`config.mk`:
```
export PLATFORM = sky130hd
export DESIGN_NAME = uart_rx_cfg
export DESIGN_NICKNAME = d
export VERILOG_FILES = /design/src/rtl/uart_rx_cfg.sv
export SDC_FILE = /design/constraint.sdc
export NUM_CORES = 1
export LEC_CHECK = 0
export ABC_AREA = 1
export BUFFER_PORTS_ARGS = -buffer_cell sky130_fd_sc_hd__buf_2
export CORE_ASPECT_RATIO = 0.9
export CORE_MARGIN = 8
export CORE_UTILIZATION = 45
export DETAILED_ROUTE_END_ITERATION = 12
export GPL_TIMING_DRIVEN = 0
export PLACE_DENSITY = 0.65
export SYNTH_ARGS = -nofsm -noshare
export SYNTH_HDL_FRONTEND = slang
export SYNTH_SLANG_ARGS = --single-unit
export TNS_END_PERCENT = 30
```
`constraint.sdc`:
```
create_clock -name clk -period 1.5 [get_ports clk]
set_input_delay 0.15 -clock clk [delete_from_list [all_inputs] [get_ports clk]]
set_output_delay 0.15 -clock clk [all_outputs]
set_load 0.05 [all_outputs]
```
`src/rtl/uart_rx_cfg.sv`:
```
// Configurable UART receiver: synchronised rx, start-glitch rejection, optional parity,
// 1/2 stop bits, parity/framing/overrun reporting and a valid/ready output handshake.
module uart_rx_cfg #(
    parameter int CLK_PER_BAUD = 104,
    parameter int DATA_BITS    = 8,
    parameter int PARITY       = 0,
    parameter int STOP_BITS    = 1,
    parameter int SYNC_STAGES  = 2
) (
    input  logic                 clk,
    input  logic                 rst,
    input  logic                 rx,
    output logic [DATA_BITS-1:0] rx_data,
    output logic                 rx_valid,
    input  logic                 rx_ready,
    output logic                 parity_err,
    output logic                 frame_err,
    output logic                 overrun,
    output logic                 busy
);

    localparam int CW = $clog2(CLK_PER_BAUD);
    localparam int IW = $clog2(DATA_BITS);
    localparam logic [CW-1:0] CNT_MID   = CW'((CLK_PER_BAUD - 1) / 2);
    localparam logic [CW-1:0] CNT_LAST  = CW'(CLK_PER_BAUD - 1);
    localparam logic [CW-1:0] CNT_ONE   = CW'(1);
    localparam logic [CW-1:0] CNT_ZERO  = CW'(0);
    localparam logic [IW-1:0] IDX_LAST  = IW'(DATA_BITS - 1);
    localparam logic [IW-1:0] IDX_ONE   = IW'(1);
    localparam logic [IW-1:0] IDX_ZERO  = IW'(0);
    localparam logic          STOP_LAST = 1'(STOP_BITS - 1);

    typedef enum logic [2:0] {
        S_IDLE   = 3'd0,
        S_START  = 3'd1,
        S_DATA   = 3'd2,
        S_PARITY = 3'd3,
        S_STOP   = 3'd4
    } state_t;

    // Expected parity bit for the received data word (odd or even sense).
    function automatic logic parity_bit(input logic [DATA_BITS-1:0] d);
        if (PARITY == 1) begin
            parity_bit = ~(^d);
        end else begin
            parity_bit = ^d;
        end
    endfunction

    state_t                 state_q, state_d;
    logic [SYNC_STAGES-1:0] sync_q, sync_d;
    logic [SYNC_STAGES-1:0] fill_q, fill_d;
    logic                   armed_q, armed_d;
    logic                   rxs_prev_q, rxs_prev_d;
    logic [CW-1:0]          clk_cnt_q, clk_cnt_d;
    logic [IW-1:0]          bit_idx_q, bit_idx_d;
    logic                   stop_idx_q, stop_idx_d;
    logic [DATA_BITS-1:0]   shift_q, shift_d;
    logic                   perr_pend_q, perr_pend_d;
    logic                   ferr_pend_q, ferr_pend_d;
    logic [DATA_BITS-1:0]   rx_data_q, rx_data_d;
    logic                   rx_valid_q, rx_valid_d;
    logic                   parity_err_q, parity_err_d;
    logic                   frame_err_q, frame_err_d;
    logic                   overrun_q, overrun_d;
    logic                   busy_q, busy_d;
    logic                   rxs_s;
    logic                   fall_s;
    logic                   done_s;

    assign rxs_s = sync_q[SYNC_STAGES-1];
    // The fill chain marks when rxs reflects the real line, so a line held low out of
    // reset is never mistaken for a start edge: the line must be seen high first.
    assign fall_s = armed_q & rxs_prev_q & ~rxs_s;

    // Next-state logic for synchroniser, frame FSM and output handshake.
    always_comb begin
        sync_d       = {sync_q[SYNC_STAGES-2:0], rx};
        fill_d       = {fill_q[SYNC_STAGES-2:0], 1'b1};
        armed_d      = armed_q | (fill_q[SYNC_STAGES-1] & rxs_s);
        rxs_prev_d   = rxs_s;
        state_d      = state_q;
        clk_cnt_d    = clk_cnt_q;
        bit_idx_d    = bit_idx_q;
        stop_idx_d   = stop_idx_q;
        shift_d      = shift_q;
        perr_pend_d  = perr_pend_q;
        ferr_pend_d  = ferr_pend_q;
        rx_data_d    = rx_data_q;
        rx_valid_d   = rx_valid_q;
        parity_err_d = parity_err_q;
        frame_err_d  = frame_err_q;
        overrun_d    = 1'b0;
        done_s       = 1'b0;

        case (state_q)
            S_IDLE: begin
                if (fall_s) begin
                    state_d   = S_START;
                    clk_cnt_d = CNT_ZERO;
                end else begin
                    state_d   = S_IDLE;
                end
            end
            S_START: begin
                if (clk_cnt_q == CNT_MID) begin
                    clk_cnt_d = CNT_ZERO;
                    if (rxs_s) begin
                        state_d = S_IDLE;
                    end else begin
                        state_d     = S_DATA;
                        bit_idx_d   = IDX_ZERO;
                        perr_pend_d = 1'b0;
                        ferr_pend_d = 1'b0;
                    end
                end else begin
                    clk_cnt_d = clk_cnt_q + CNT_ONE;
                end
            end
            S_DATA: begin
                if (clk_cnt_q == CNT_LAST) begin
                    clk_cnt_d          = CNT_ZERO;
                    shift_d[bit_idx_q] = rxs_s;
                    if (bit_idx_q == IDX_LAST) begin
                        state_d    = (PARITY != 0) ? S_PARITY : S_STOP;
                        stop_idx_d = 1'b0;
                    end else begin
                        bit_idx_d  = bit_idx_q + IDX_ONE;
                    end
                end else begin
                    clk_cnt_d = clk_cnt_q + CNT_ONE;
                end
            end
            S_PARITY: begin
                if (clk_cnt_q == CNT_LAST) begin
                    clk_cnt_d   = CNT_ZERO;
                    perr_pend_d = (rxs_s != parity_bit(shift_q));
                    state_d     = S_STOP;
                    stop_idx_d  = 1'b0;
                end else begin
                    clk_cnt_d = clk_cnt_q + CNT_ONE;
                end
            end
            S_STOP: begin
                if (clk_cnt_q == CNT_LAST) begin
                    clk_cnt_d   = CNT_ZERO;
                    ferr_pend_d = ferr_pend_q | ~rxs_s;
                    if (stop_idx_q == STOP_LAST) begin
                        done_s  = 1'b1;
                        state_d = S_IDLE;
                    end else begin
                        stop_idx_d = stop_idx_q + 1'b1;
                    end
                end else begin
                    clk_cnt_d = clk_cnt_q + CNT_ONE;
                end
            end
            default: begin
                state_d = S_IDLE;
            end
        endcase

        // A completed frame is dropped (with an overrun pulse) if the held word is not leaving.
        if (done_s) begin
            if (!rx_valid_q || rx_ready) begin
                rx_data_d    = shift_q;
                parity_err_d = perr_pend_d;
                frame_err_d  = ferr_pend_d;
                rx_valid_d   = 1'b1;
            end else begin
                overrun_d    = 1'b1;
            end
        end else if (rx_valid_q && rx_ready) begin
            rx_valid_d = 1'b0;
        end else begin
            rx_valid_d = rx_valid_q;
        end

        busy_d = (state_d != S_IDLE);
    end

    // State and output registers.
    always_ff @(posedge clk or negedge rst) begin
        if (!rst) begin
            state_q      <= S_IDLE;
            sync_q       <= {SYNC_STAGES{1'b1}};
            fill_q       <= {SYNC_STAGES{1'b0}};
            armed_q      <= 1'b0;
            rxs_prev_q   <= 1'b1;
            clk_cnt_q    <= CNT_ZERO;
            bit_idx_q    <= IDX_ZERO;
            stop_idx_q   <= 1'b0;
            shift_q      <= {DATA_BITS{1'b0}};
            perr_pend_q  <= 1'b0;
            ferr_pend_q  <= 1'b0;
            rx_data_q    <= {DATA_BITS{1'b0}};
            rx_valid_q   <= 1'b0;
            parity_err_q <= 1'b0;
            frame_err_q  <= 1'b0;
            overrun_q    <= 1'b0;
            busy_q       <= 1'b0;
        end else begin
            state_q      <= state_d;
            sync_q       <= sync_d;
            fill_q       <= fill_d;
            armed_q      <= armed_d;
            rxs_prev_q   <= rxs_prev_d;
            clk_cnt_q    <= clk_cnt_d;
            bit_idx_q    <= bit_idx_d;
            stop_idx_q   <= stop_idx_d;
            shift_q      <= shift_d;
            perr_pend_q  <= perr_pend_d;
            ferr_pend_q  <= ferr_pend_d;
            rx_data_q    <= rx_data_d;
            rx_valid_q   <= rx_valid_d;
            parity_err_q <= parity_err_d;
            frame_err_q  <= frame_err_d;
            overrun_q    <= overrun_d;
            busy_q       <= busy_d;
        end
    end

    assign rx_data    = rx_data_q;
    assign rx_valid   = rx_valid_q;
    assign parity_err = parity_err_q;
    assign frame_err  = frame_err_q;
    assign overrun    = overrun_q;
    assign busy       = busy_q;

endmodule
```
## Yosys cells after proc, flatten, opt, wreduce, memory -nomap -nowiden

Cells that the tools add are included.

| storage, ports and cells | value |
|---|---|
| ROM bits | 0 |
| memory bits (writable) | 0 |
| bits in latches | 0 |
| register bits | 43 |
| logic and storage cells | 108 |
| output and inout bits | 13 |
| memories | 0 |
| input bits | 4 |

| cells by class | value |
|---|---|
| reductions and logical operators | 18 |
| shift operators | 0 |
| $add $sub $neg | 3 |
| div/mod/pow operators | 0 |
| eq/ne operators | 17 |
| bitwise logic cells | 6 |
| $mul | 0 |
| $lt $le $gt $ge | 2 |
| muxes and demuxes | 45 |

Operators with widths:

| operator | number |
|---|---|
| 2-to-1 mux 3 bit | 10 |
| 2-to-1 mux 1 bit | 23 |
| 2-to-1 mux 7 bit | 3 |
| case mux 7 bit (3 select lines) | 1 |
| != test 2 bit, second input constant | 8 |
| case mux 3 bit (5 select lines) | 1 |
| AND reduction 5 bit | 2 |
| nonzero test 3 bit | 3 |
| bitwise mux 8 bit | 1 |
| AND reduction 2 bit | 4 |
| XOR reduction 8 bit | 1 |
| adder 7 x 1 -> 7 bit, second input constant | 1 |
| equality test 7 x 6 -> 1 bit, second input constant | 1 |
| equality test 7 bit, second input constant | 1 |
| equality test 3 x 2 -> 1 bit, second input constant | 2 |
| equality test 3 bit, second input constant | 2 |
| case mux 3 bit (2 select lines) | 1 |
| less-than comparator 3 x 4 -> 1 bit, second input constant | 1 |
| case mux 1 bit (2 select lines) | 2 |
| nonzero test 2 bit | 2 |
| adder 3 x 1 -> 3 bit, second input constant | 1 |
| AND 1 bit | 3 |
| demux 1 bit (select 3 bit) | 1 |
| equality test 3 x 1 -> 1 bit, second input constant | 1 |
| 13 further kinds | 15 |

## Logic depth before layout (Yosys ltp)

Gate-level depths: netlist of run 1.

| logic depth | value |
|---|---|
| depth after elaboration | 6 |
| depth in mapped cells | 12 |
| mapped depth without buffers | 12 |

## Least setup slack after synthesis of run 1

Ideal clock, no wire load.

| timing path | value |
|---|---|
| path kind | register to register |
| from | register clk_cnt_q[0] |
| to | register rx_data_q[7] (netlist: rx_data[7]) |
| data required time | 1380 ps |
| stages on the path, launching flop included | 10 |
| setup slack | 1 ps |
| arrival | 1379 ps |
| period minus slack after synthesis | 1499 ps |
| buffers on the path | 1 |
| setup time | 120 ps |
| cells stage by stage | dfrtp_1 ha_1 nand2_1 nor3_4 nand2_4 nor2_4 nand2_4 buf_6 nand2_1 o21ai_2 |

| on the way | value |
|---|---|
| word-level cells in the longest chain between the ends | 4 |

Ends and longest elaborated chain:

| element | RTL line | RTL |
|---|---|---|
| start: declaration | 55 | `logic [CW-1:0] clk_cnt_q, clk_cnt_d;` |
| start signal: assignment | 208 | `clk_cnt_q <= clk_cnt_d;` |
| equality test 7 bit | 145 | `if (clk_cnt_q == CNT_LAST) begin` |
| 2-to-1 mux 1 bit | 145 |  |
| 2-to-1 mux 1 bit | 96 | `case (state_q)` |
| AND reduction 2 bit (no source line) | - |  |
| end signal: assignment | 196 | `rx_data_q <= {DATA_BITS{1'b0}};` |
| end signal: assignment | 214 | `rx_data_q <= rx_data_d;` |
| end: declaration | 61 | `logic [DATA_BITS-1:0] rx_data_q, rx_data_d;` |

Every way passes these cells.
A chain may end at the register's enable or synchronous reset.

## Worst setup path after layout of run 1

| timing path | value |
|---|---|
| from | register clk_cnt_q[0] |
| to | register clk_cnt_q[3] |

| on the way | value |
|---|---|
| word-level cells in the longest chain between the ends | 3 |
| elaborated cells on any way between the ends | 6 |
| classes of those cells | add/sub (1); eq/ne (2); mux (3) |

Ends and longest elaborated chain:

| element | RTL line |
|---|---|
| adder 7 x 1 -> 7 bit (tied with other cells) | - |
| 2-to-1 mux 7 bit, on equally long branches | - |
| case mux 7 bit (3 select lines) * | 96 |

Every way passes the cells marked *; elsewhere a longest branch is shown, timed or not.

==> run summary, run 1 <==
======================================================================================================
Outcome                                                                                   finished with violations
Failing checks                                                                            hold timing, setup timing
Post-synthesis cell type with the largest combined area                                   sky130_fd_sc_hd__dfrtp_1
Total count of hold-check failures in the final report                                              27
Startpoint type of the worst setup path                                                      flip-flop
Sequential standard cell area                                                             0.00105 mm^2
Post-route fraction of the period consumed by the critical path                                   108%
Maximum fanout encountered on the critical timing path                                               5
Number of standard-cell rows in the floorplan                                                       23
Count of vias placed by the detailed router                                                       1672
Tightest hold margin                                                                        -0.0136 ns
CTS HTree Levels                                                                                     2
Kind of path behind the tightest hold check                                                in -> async
Maximum single-stage delay on the critical path                                                0.37 ns
Post-layout minimum cycle time                                                                 1.62 ns
Simple-Gate Fraction of Synth Area                                                               26.9%
I/O pin total                                                                                       17
Gr busiest metal                                                                                  met2
Top cells by area, synth                                                                  sky130_fd_sc_hd__dfrtp_1, sky130_fd_sc_hd__nand2_1, sky130_fd_sc_hd__inv_1
Area growth syn-to-layout                                                                        26.5%
Pin count of the biggest net entering global routing                                                43
Clock transition at the register clock pins on the worst setup and hold paths after CTS        0.08 ns
Proportion of netlist area held by the largest area contributor                                  46.8%
Count of endpoints failing setup in the final report                                                26
TritonCTS clock tree                                                                              done
Dominant delay contributor by cell family on the critical path                            simple AND/OR/NAND/NOR gates
Worst relative slew slack                                                                        38.7%
Yosys reg bits                                                                                      42
Number of non-filler instances in the completed layout                                             353
Number of flops mapped to enable cells by yosys                                                      0
Met1 usage                                                                                       16.4%
Layout cell share with drive strength beyond 1                                                   32.3%
Overall power after layout                                                                     3150 uW
Combinational family with the most area after synthesis                                   simple AND/OR/NAND/NOR gates
Highest clock frequency the design can meet                                                  0.616 GHz
Multiplexer share of the synthesized area                                                           0%
Last weighted congestion value of the routability-driven placer                                  0.772
Primary flip-flop cell chosen by synthesis mapping                                        sky130_fd_sc_hd__dfrtp_1
Cell repeated most along the worst path                                                   sky130_fd_sc_hd__nand2_2
FFs w/ async S/R, synth                                                                           100%
Final Routed Wirelength                                                                        4170 um
Cts bufs inserted                                                                                    5
Wire length of the first global-routing pass                                                   7160 um
Area of the die                                                                           0.00707 mm^2
Number of global-route vias before repair                                                         1618
Pre-Repair DR Iteration Count                                                                        4
Worst Path Class, Setup                                                                     reg -> reg
Antenna violations before repair                                                                     0
Count of input and output buffers                                                                   16
Starting density of the core                                                                     46.7%
Arrival time at the worst endpoint                                                             1.81 ns
Synthesized-area fraction occupied by adder cells                                                1.80%
Gate count after technology mapping                                                                251
WL/cell                                                                                        11.8 um
Crit-path slowest cell                                                                    sky130_fd_sc_hd__dfrtp_1
Overall routing resource usage                                                                   12.8%
Commonest cells in the synthesized netlist                                                sky130_fd_sc_hd__nand2_1, sky130_fd_sc_hd__dfrtp_1, sky130_fd_sc_hd__inv_1
HPWL reported at the end of detailed placement                                                 2770 um
Iteration-0 DRC count of the detailed router                                                       108
Final Core Density                                                                               59.1%
Via-to-Cell Ratio                                                                                 4.74
Placeable core region                                                                     0.00446 mm^2
Slew at the pin closest to its max-slew limit                                                 0.919 ns
DRC violations left                                                                                  0
Final count of pins violating max slew                                                               0
Global-route track usage on met3                                                                 3.16%
Number of synthesis warnings                                                                         0
Total nets after synthesis                                                                         258
Total gr overflow                                                                                    0
# Max-Cap Violations                                                                                 0
Number of different library cells in the post-synthesis netlist                                     33
Worst path required time                                                                       1.69 ns
Post-synthesis xor/xnor area fraction                                                            1.68%
Mean cell area of the mapped netlist                                                         8.30 um^2
CTS Sinks                                                                                           42
Horiz. Die Dim                                                                                 87.7 um
Worst path bufs/invs                                                                                 1
# nets final                                                                                       297
Number of routed nets with antenna violations                                                        0
Cells after DPL                                                                                    329
Slack of the critical path                                                                   -0.124 ns
Share of synthesized area occupied by flip-flops and latches                                     50.6%
Placement-stage cell area                                                                 0.00224 mm^2
CTS Root Cell                                                                             sky130_fd_sc_hd__clkbuf_8
Post-synthesis cell area                                                                  0.00208 mm^2
Die Y                                                                                          80.6 um
LEAKAGE                                                                                     0.00133 uW
Bufs on Longest Clock Path                                                                           2
Complex-gate fraction of the synthesized area                                                    10.6%
IR Drop Worst-Case VDD                                                                      0.000680 V
Diode count                                                                                          0
Worst clock skew                                                                            0.00967 ns
Post-route cell area                                                                      0.00264 mm^2
Most used standard cell by instance count after synthesis                                 sky130_fd_sc_hd__nand2_1
Clock latency reported for the late side of the worst-skew pair                                0.30 ns
Power density relative to cell area                                                       1190 mW/mm^2
FILL cells                                                                                         396
Unrepaired setup endpoints after global routing                                                   true
Met2 demand-to-capacity share in global routing                                                  20.3%
Total area of multi-input combinational cells                                                 983 um^2
Critical path endpoint category                                                              flip-flop
Critical Path, Cell by Cell                                                               ha_2 -> nand2_2 -> nor3_4 -> nand2_4 -> nand2_2 -> nand3_2 -> clkinv_2 -> nor2_1 -> o21a_1
======================================================================================================
through the flow:
step	setup WS (ns)	TNS [ns]
2_1_floorplan	0.00101	0
3_5_place_dp	-0.164	-2.90
3_3_place_gp	-0.129	-1.85
6_report	-0.124	-1.91
4_1_cts	-0.0907	-1.15
5_1_grt	-0.202	-4.07
registers in the layout, indices dropped and copies added (netlist names):
name and count:
perr_pend_q 1, frame_err 1, ferr_pend_q 1, overrun 1
busy 1, bit_idx_q 3, parity_err 1, armed_q 1
rx_valid 1, state_q 3, rx_data 8, fill_q 2
rxs_prev_q 1, sync_q 2, clk_cnt_q 7, shift_q 8
final timing paths:
path                              start           end  slack [ns]  cells past startpoint
min in group clk               rx_ready       overrun        0.17                      4
max                        clk_cnt_q[0]  clk_cnt_q[3]       -0.12                      9
max reg2reg                clk_cnt_q[0]  clk_cnt_q[3]       -0.12                      9
max in group asynchronous           rst  clk_cnt_q[5]        0.94                      1
min reg2reg                   fill_q[0]     fill_q[1]        0.36                      0
min                                 rst    rx_data[1]       -0.01                      1
logic make-up (layout without fill, tap and decap cells):
group	count (synthesis)	count (layout)
AOI/OAI and AO/OA	34	34
xor gates and xnor gates	4	4
adders and majority gates	3	3
buffers and inverters	41	80
DFF	42	42
other	1	1
and+or+nand+nor	126	127
layout make-up:
| class | instances | share of cell area, % |
|---|---|---|
| plain buffers | 3 | 1.61 |
| clock buffers | 7 | 3.27 |
| clock inverters | 1 | 1.14 |
| inverters | 38 | 5.84 |
| multi-input cells | 169 | 37.3 |
| flip-flops and latches | 42 | 40.0 |
| well taps | 62 | 2.94 |
| repair buffers | 31 | 7.88 |
layout by cell type, fill, tap and decap left out, types with 3 or more instances in the layout:
master                     count
sky130_fd_sc_hd__o21ai_2       9
sky130_fd_sc_hd__clkbuf_8      6
sky130_fd_sc_hd__buf_4        14
sky130_fd_sc_hd__nand2_1      58
sky130_fd_sc_hd__inv_2         5
sky130_fd_sc_hd__nand3_1      16
sky130_fd_sc_hd__inv_1        30
sky130_fd_sc_hd__a21oi_1       3
sky130_fd_sc_hd__xor2_1        3
sky130_fd_sc_hd__nand2_4       3
sky130_fd_sc_hd__nand2_2      14
sky130_fd_sc_hd__dfstp_2       3
sky130_fd_sc_hd__o21ai_1       3
sky130_fd_sc_hd__dfrtp_1      39
sky130_fd_sc_hd__o21ai_0       7
sky130_fd_sc_hd__buf_2        16
sky130_fd_sc_hd__nor2_1       23
sky130_fd_sc_hd__o21a_1        3
report_power, final:
group	total [uW]	leakage (uW)	switching [uW]	internal, uW
Sequential	1360	0.000550	108	1250
Clock	927	0.0000585	384	543
Combinational	861	0.000724	508	353
layer usage:
metal / part of all wire (%) / up-vias
met5: 0 / -
met4: 1.5 / 0
met3: 4.1 / 7
met2: 46 / 23
met1: 49 / 774
li1: - / 868
what timing repair did:
action / in CTS / in global routing
buffers inserted: 7 / 7
endpoints found under the hold margin: 1 / 0
gates resized for setup: 25 / 22
setup endpoints to repair: 32 / 34
pin swaps: 4 / 7
hold buffers: 1 / 0
cloned: 1 / 0
(Power assumes the default switching activity.)
==> run 2, diff against run 1 <==
--- a/config.mk
+++ b/config.mk
@@ -10,6 +10,7 @@
 export CORE_ASPECT_RATIO = 0.9
 export CORE_MARGIN = 8
 export CORE_UTILIZATION = 45
+export CTS_BUF_LIST = sky130_fd_sc_hd__clkbuf_4
 export DETAILED_ROUTE_END_ITERATION = 12
 export GPL_TIMING_DRIVEN = 0
 export PLACE_DENSITY = 0.65
==> run 2 against run 1 <==
Register-to-register slack worse by 0.06 ns. Sequential power hardly changed. Worst hold slack improved by 0.12 ns. Die area is the same. Sequential cell count did not move. Final area increased by 2.0%. The run ends with setup timing left. Via count rose by 2.3%. Setup slack lost 0.057 ns. Wire length grew 5.0%.
==> run summary, run 2 (synthesized netlist as in run 1, its figures left out) <==
======================================================================================================
Outcome                                                                                   finished with violations
Failing checks                                                                            setup timing
Highest clock frequency the design can meet                                                  0.595 GHz
Most frequent cells in the layout                                                         sky130_fd_sc_hd__nand2_1, sky130_fd_sc_hd__dfrtp_1, sky130_fd_sc_hd__inv_1
Total count of hold-check failures in the final report                                               0
Clock transition at the register clock pins on the worst setup and hold paths after CTS        0.13 ns
Worst path bufs/invs                                                                                 1
DRC violations left                                                                                  0
Maximum fanout encountered on the critical timing path                                              10
Last weighted congestion value of the routability-driven placer                                  0.772
Iteration-0 DRC count of the detailed router                                                        67
Origin of the critical flop-to-flop path                                                  clk_cnt_q[0]
Arrival time at the worst endpoint                                                             1.93 ns
Slew at the pin closest to its max-slew limit                                                 0.910 ns
Layout cell share with drive strength beyond 1                                                   34.4%
Count of input and output buffers                                                                   16
Total length of routed met3 wires                                                               173 um
Final Routed Wirelength                                                                        4370 um
Area growth syn-to-layout                                                                        29.1%
Overall routing resource usage                                                                   13.0%
WL/cell                                                                                        12.1 um
Cts bufs inserted                                                                                    5
Origin of the worst min-delay path                                                            rx_ready
Post-route fraction of the period consumed by the critical path                                   112%
# nets final                                                                                       305
Power density relative to cell area                                                       1120 mW/mm^2
TritonCTS clock tree                                                                              done
CTS Root Cell                                                                             sky130_fd_sc_hd__clkbuf_4
Startpoint type of the worst setup path                                                      flip-flop
Most common cell after layout, fill and taps aside                                        sky130_fd_sc_hd__nand2_1
Die Y                                                                                          80.6 um
Number of routed nets with antenna violations                                                        0
LEAKAGE                                                                                     0.00136 uW
Kind of path behind the tightest hold check                                                  in -> reg
Pin count of the biggest net entering global routing                                                43
Worst path required time                                                                       1.75 ns
# Max-Cap Violations                                                                                 0
I/O pin total                                                                                       17
Final count of pins violating max slew                                                               0
Crit-path slowest cell                                                                    sky130_fd_sc_hd__dfrtp_1
Post-layout minimum cycle time                                                                 1.68 ns
Wire length on met2                                                                            2110 um
Number of global-route vias before repair                                                         1620
Placeable core region                                                                     0.00446 mm^2
Count of vias placed by the detailed router                                                       1711
Antenna violations before repair                                                                     0
IR Drop Worst-Case VDD                                                                      0.000564 V
Starting density of the core                                                                     46.7%
Unrepaired setup endpoints after global routing                                                   true
Worst clock skew                                                                             0.0155 ns
Pre-Repair DR Iteration Count                                                                        4
FILL cells                                                                                         391
Via-to-Cell Ratio                                                                                 4.74
Topmost layer with routed signal wires                                                            met4
Worst relative slew slack                                                                        39.4%
Wire length of the first global-routing pass                                                   7220 um
Horiz. Die Dim                                                                                 87.7 um
Total gr overflow                                                                                    0
Sequential standard cell area                                                             0.00105 mm^2
Clock latency reported for the late side of the worst-skew pair                                0.36 ns
Total area of multi-input combinational cells                                             0.00101 mm^2
Diode count                                                                                          0
Origin of the worst setup path                                                            clk_cnt_q[0]
Critical path endpoint category                                                              flip-flop
Slack of the critical path                                                                   -0.181 ns
Worst slack, placed                                                                          -0.164 ns
Bufs on Longest Clock Path                                                                           2
Area of the die                                                                           0.00707 mm^2
Cell repeated most along the worst path                                                   sky130_fd_sc_hd__nand2_4
Worst Path Class, Setup                                                                     reg -> reg
Count of endpoints failing setup in the final report                                                31
Dominant delay contributor by cell family on the critical path                            simple AND/OR/NAND/NOR gates
CTS Sinks                                                                                           42
Number of standard-cell rows in the floorplan                                                       23
Wire length on met1                                                                            2030 um
Critical Path, Cell by Cell                                                               ha_2 -> nand2_2 -> nor3_4 -> nand2_4 -> nor2_4 -> nand2_4 -> buf_6 -> nand2_1 -> o21ai_2
Final Core Density                                                                               60.3%
HPWL reported at the end of detailed placement                                                 2770 um
Tightest hold margin                                                                          0.105 ns
CTS HTree Levels                                                                                     2
Maximum single-stage delay on the critical path                                                0.39 ns
======================================================================================================
-- run 2: final timing paths --
check | endpoint | slack [ns] | cells past startpoint
min reg2reg | sync_q[1] | 0.36 | 0
min | overrun | 0.10 | 4
max reg2reg | rx_data[7] | -0.18 | 9
max in group asynchronous | shift_q[2] | 0.47 | 2
max | rx_data[7] | -0.18 | 9
min in group asynchronous | rx_data[1] | 0.46 | 2
-- run 2: power breakdown --
part | switching, uW | internal, uW
sequential | 106 | 1250
combinational | 532 | 390
clock | 364 | 365
total | 1000 | 2010
-- run 2: layer usage --
metal,global-route usage (%),up-vias
li1,-,886
met1,16.5,796
met2,20.4,22
met3,3.16,7
met4,5.66,0
met5,0,-
-- run 2: worst min-delay path, cell delays in order --
cell and delay (ns):
sky130_fd_sc_hd__buf_2 0.08, sky130_fd_sc_hd__nor2_1 0.04, sky130_fd_sc_hd__inv_1 0.11, sky130_fd_sc_hd__nor2_1 0.06
-- run 2: through the flow --
| step | cells | setup TNS [ns] | total power (uW) | instance area, um^2 |
|---|---|---|---|---|
| after detailed placement | 329 | -2.90 | 2030 | 2240 |
| after global routing | 361 | -5.81 | 3210 | 2690 |
| after CTS | 347 | -1.57 | 2880 | 2480 |
| after floorplan | 251 | 0 | 1870 | 2080 |
| final | 361 | -3.29 | 3010 | 2690 |
| after global placement | 329 | -1.85 | 2020 | 2240 |
-- run 2: cell type report --
type	instances	area share, %
plain buffers	3	1.26
clock buffers	6	1.67
clock inverters	2	1.26
inverters	38	5.67
multi-input cells	169	37.7
flip-flops and latches	42	39.2
well taps	62	2.88
repair buffers	39	10.3
-- run 2: timing repair --
action | 4_1_cts | 5_1_grt
pin swaps | 3 | 12
gates resized for setup | 23 | 30
cloned | 1 | 0
hold buffers | 2 | 0
endpoints found under the hold margin | 40 | 0
setup buffers | 7 | 14
setup endpoints to repair | 32 | 34
==> run 3, diff against run 2 <==
--- a/config.mk
+++ b/config.mk
@@ -12,7 +12,6 @@
 export CORE_UTILIZATION = 45
 export CTS_BUF_LIST = sky130_fd_sc_hd__clkbuf_4
 export DETAILED_ROUTE_END_ITERATION = 12
-export GPL_TIMING_DRIVEN = 0
 export PLACE_DENSITY = 0.65
 export SYNTH_ARGS = -nofsm -noshare
 export SYNTH_HDL_FRONTEND = slang
==> run 3 against run 2 <==
The flow still finishes with violations (setup timing). Largest cell class unchanged. Register-to-register slack better by 0.02 ns. Core utilization shrank 0.59 points. Clock power about the same. Highest routed layer unchanged. First-iteration DRC count up 42%.
==> run summary, run 3 (synthesized netlist as in run 1, its figures left out) <==
======================================================================================================
Outcome                                                                                   finished with violations
Failing checks                                                                            setup timing
Bufs on Longest Clock Path                                                                           2
Most common cell after layout, fill and taps aside                                        sky130_fd_sc_hd__nand2_1
Placeable core region                                                                     0.00446 mm^2
Count of vias placed by the detailed router                                                       1741
Tightest hold margin                                                                          0.254 ns
Antenna violations before repair                                                                     0
Pin count of the biggest net entering global routing                                                24
Layout cell share with drive strength beyond 1                                                   33.1%
Unrepaired setup endpoints after global routing                                                   true
# Max-Cap Violations                                                                                 0
Power density relative to cell area                                                       1190 mW/mm^2
# nets final                                                                                       308
Cts bufs inserted                                                                                    5
Clock transition at the register clock pins on the worst setup and hold paths after CTS        0.13 ns
Worst Path Class, Setup                                                                     reg -> reg
Area of the die                                                                           0.00707 mm^2
Via-to-Cell Ratio                                                                                 4.78
CTS HTree Levels                                                                                     2
Overall routing resource usage                                                                   12.9%
Clock latency reported for the late side of the worst-skew pair                                0.36 ns
I/O pin total                                                                                       17
Last weighted congestion value of the routability-driven placer                                  0.773
Starting density of the core                                                                     46.7%
WL/cell                                                                                        12.7 um
Count of endpoints failing setup in the final report                                                27
Worst path required time                                                                       1.74 ns
Pre-Repair DR Iteration Count                                                                        4
DRC violations left                                                                                  0
Cells after DPL                                                                                    339
Overall power after layout                                                                     3180 uW
Post-route fraction of the period consumed by the critical path                                   111%
CTS Root Cell                                                                             sky130_fd_sc_hd__clkbuf_4
Total gr overflow                                                                                    0
Maximum fanout encountered on the critical timing path                                               5
Number of non-filler instances in the completed layout                                             364
CTS Sinks                                                                                           42
Total count of hold-check failures in the final report                                               0
TritonCTS clock tree                                                                              done
Count of input and output buffers                                                                   16
Aggregate negative setup slack                                                                -2.64 ns
Number of standard-cell rows in the floorplan                                                       23
Area growth syn-to-layout                                                                        27.9%
Worst clock skew                                                                             0.0137 ns
Wire length of the first global-routing pass                                                   7080 um
Startpoint type of the worst setup path                                                      flip-flop
Horiz. Die Dim                                                                                 87.7 um
Kind of path behind the tightest hold check                                                in -> async
Most frequent cells in the layout                                                         sky130_fd_sc_hd__nand2_1, sky130_fd_sc_hd__dfrtp_1, sky130_fd_sc_hd__inv_1
Arrival time at the worst endpoint                                                             1.90 ns
Number of routed nets with antenna violations                                                        0
Die Y                                                                                          80.6 um
Slack of the critical path                                                                   -0.161 ns
LEAKAGE                                                                                     0.00137 uW
Highest clock frequency the design can meet                                                  0.602 GHz
Post-layout minimum cycle time                                                                 1.66 ns
Final Routed Wirelength                                                                        4620 um
Number of global-route vias before repair                                                         1644
HPWL reported at the end of detailed placement                                                 3070 um
Final count of pins violating max slew                                                               0
Iteration-0 DRC count of the detailed router                                                        95
Diode count                                                                                          0
Critical path endpoint category                                                              flip-flop
IR Drop Worst-Case VDD                                                                      0.000490 V
======================================================================================================
run 3: cell types whose count changed in the layout (fill, tap and decap cells not counted), sizes merged:
cell	previous run	this run
nand2	75	77
buf	40	41
run 3: layer usage:
metal  up-vias  routed length (um)  GRT usage (%)
met3        11                 175           3.67
met5         -                   0              0
met4         0                  95           6.00
met1       817                2230           15.7
met2        23                2120           20.6
li1        890                   -              -
run 3: power by group:
group	total [uW]	internal [uW]	switching, uW
Combinational	1080	490	594
Sequential	1370	1250	119
Clock	726	365	360
Total	3180	2110	1070
run 3: final timing paths:
path | from | to | slack [ns] | depth (start not counted)
worst max-delay path | clk_cnt_q[1] | frame_err | -0.16 | 9
worst min-delay path | rst | rx_data[7] | 0.25 | 2
worst max register to register | clk_cnt_q[1] | frame_err | -0.16 | 9
worst min register to register | sync_q[0] | sync_q[1] | 0.36 | 0
max in group asynchronous | rst | rxs_prev_q | 0.68 | 3
min in group clk | rx_ready | rx_valid | 0.34 | 4
run 3: what timing repair did:
item | CTS | global route
pin swaps | 7 | 18
resized for setup | 18 | 27
endpoints found under the setup margin | 27 | 34
gates cloned | 1 | 2
buffers inserted | 6 | 6
hold buffers | 2 | 0
endpoints found under the hold margin | 18 | 0
run 3: critical path, stage by stage, from the launching register on:
cell,delay (ns)
sky130_fd_sc_hd__dfrtp_1,0.39
sky130_fd_sc_hd__ha_2,0.21
sky130_fd_sc_hd__nand2_2,0.08
sky130_fd_sc_hd__nor3_4,0.18
sky130_fd_sc_hd__nand2_4,0.13
sky130_fd_sc_hd__nor2_4,0.22
sky130_fd_sc_hd__buf_4,0.16
sky130_fd_sc_hd__nand2_4,0.07
sky130_fd_sc_hd__nand2_1,0.08
sky130_fd_sc_hd__o21ai_1,0.05
run 3: area by class of cell:
class | count | area, um^2
Clock buffer | 6 | 45.0
Timing Repair Buffer | 43 | 308
Inverter | 38 | 148
Sequential cell | 42 | 1050
Multi-Input combinational cell | 171 | 997
Clock inverter | 2 | 33.8
Fill cell | 375 | 1800
Tap cell | 62 | 77.6
run 3: through the flow:
| stage | worst slack, ns | cell area (um^2) | utilization [%] |
|---|---|---|---|
| after floorplan | 0.00101 | 2080 | - |
| after global placement | -0.0963 | 2320 | 52.1 |
| after detailed placement | -0.0886 | 2320 | 52.1 |
| after CTS | -0.0688 | 2530 | 56.7 |
| after global routing | -0.263 | 2660 | 59.7 |
| final | -0.161 | 2660 | 59.7 |
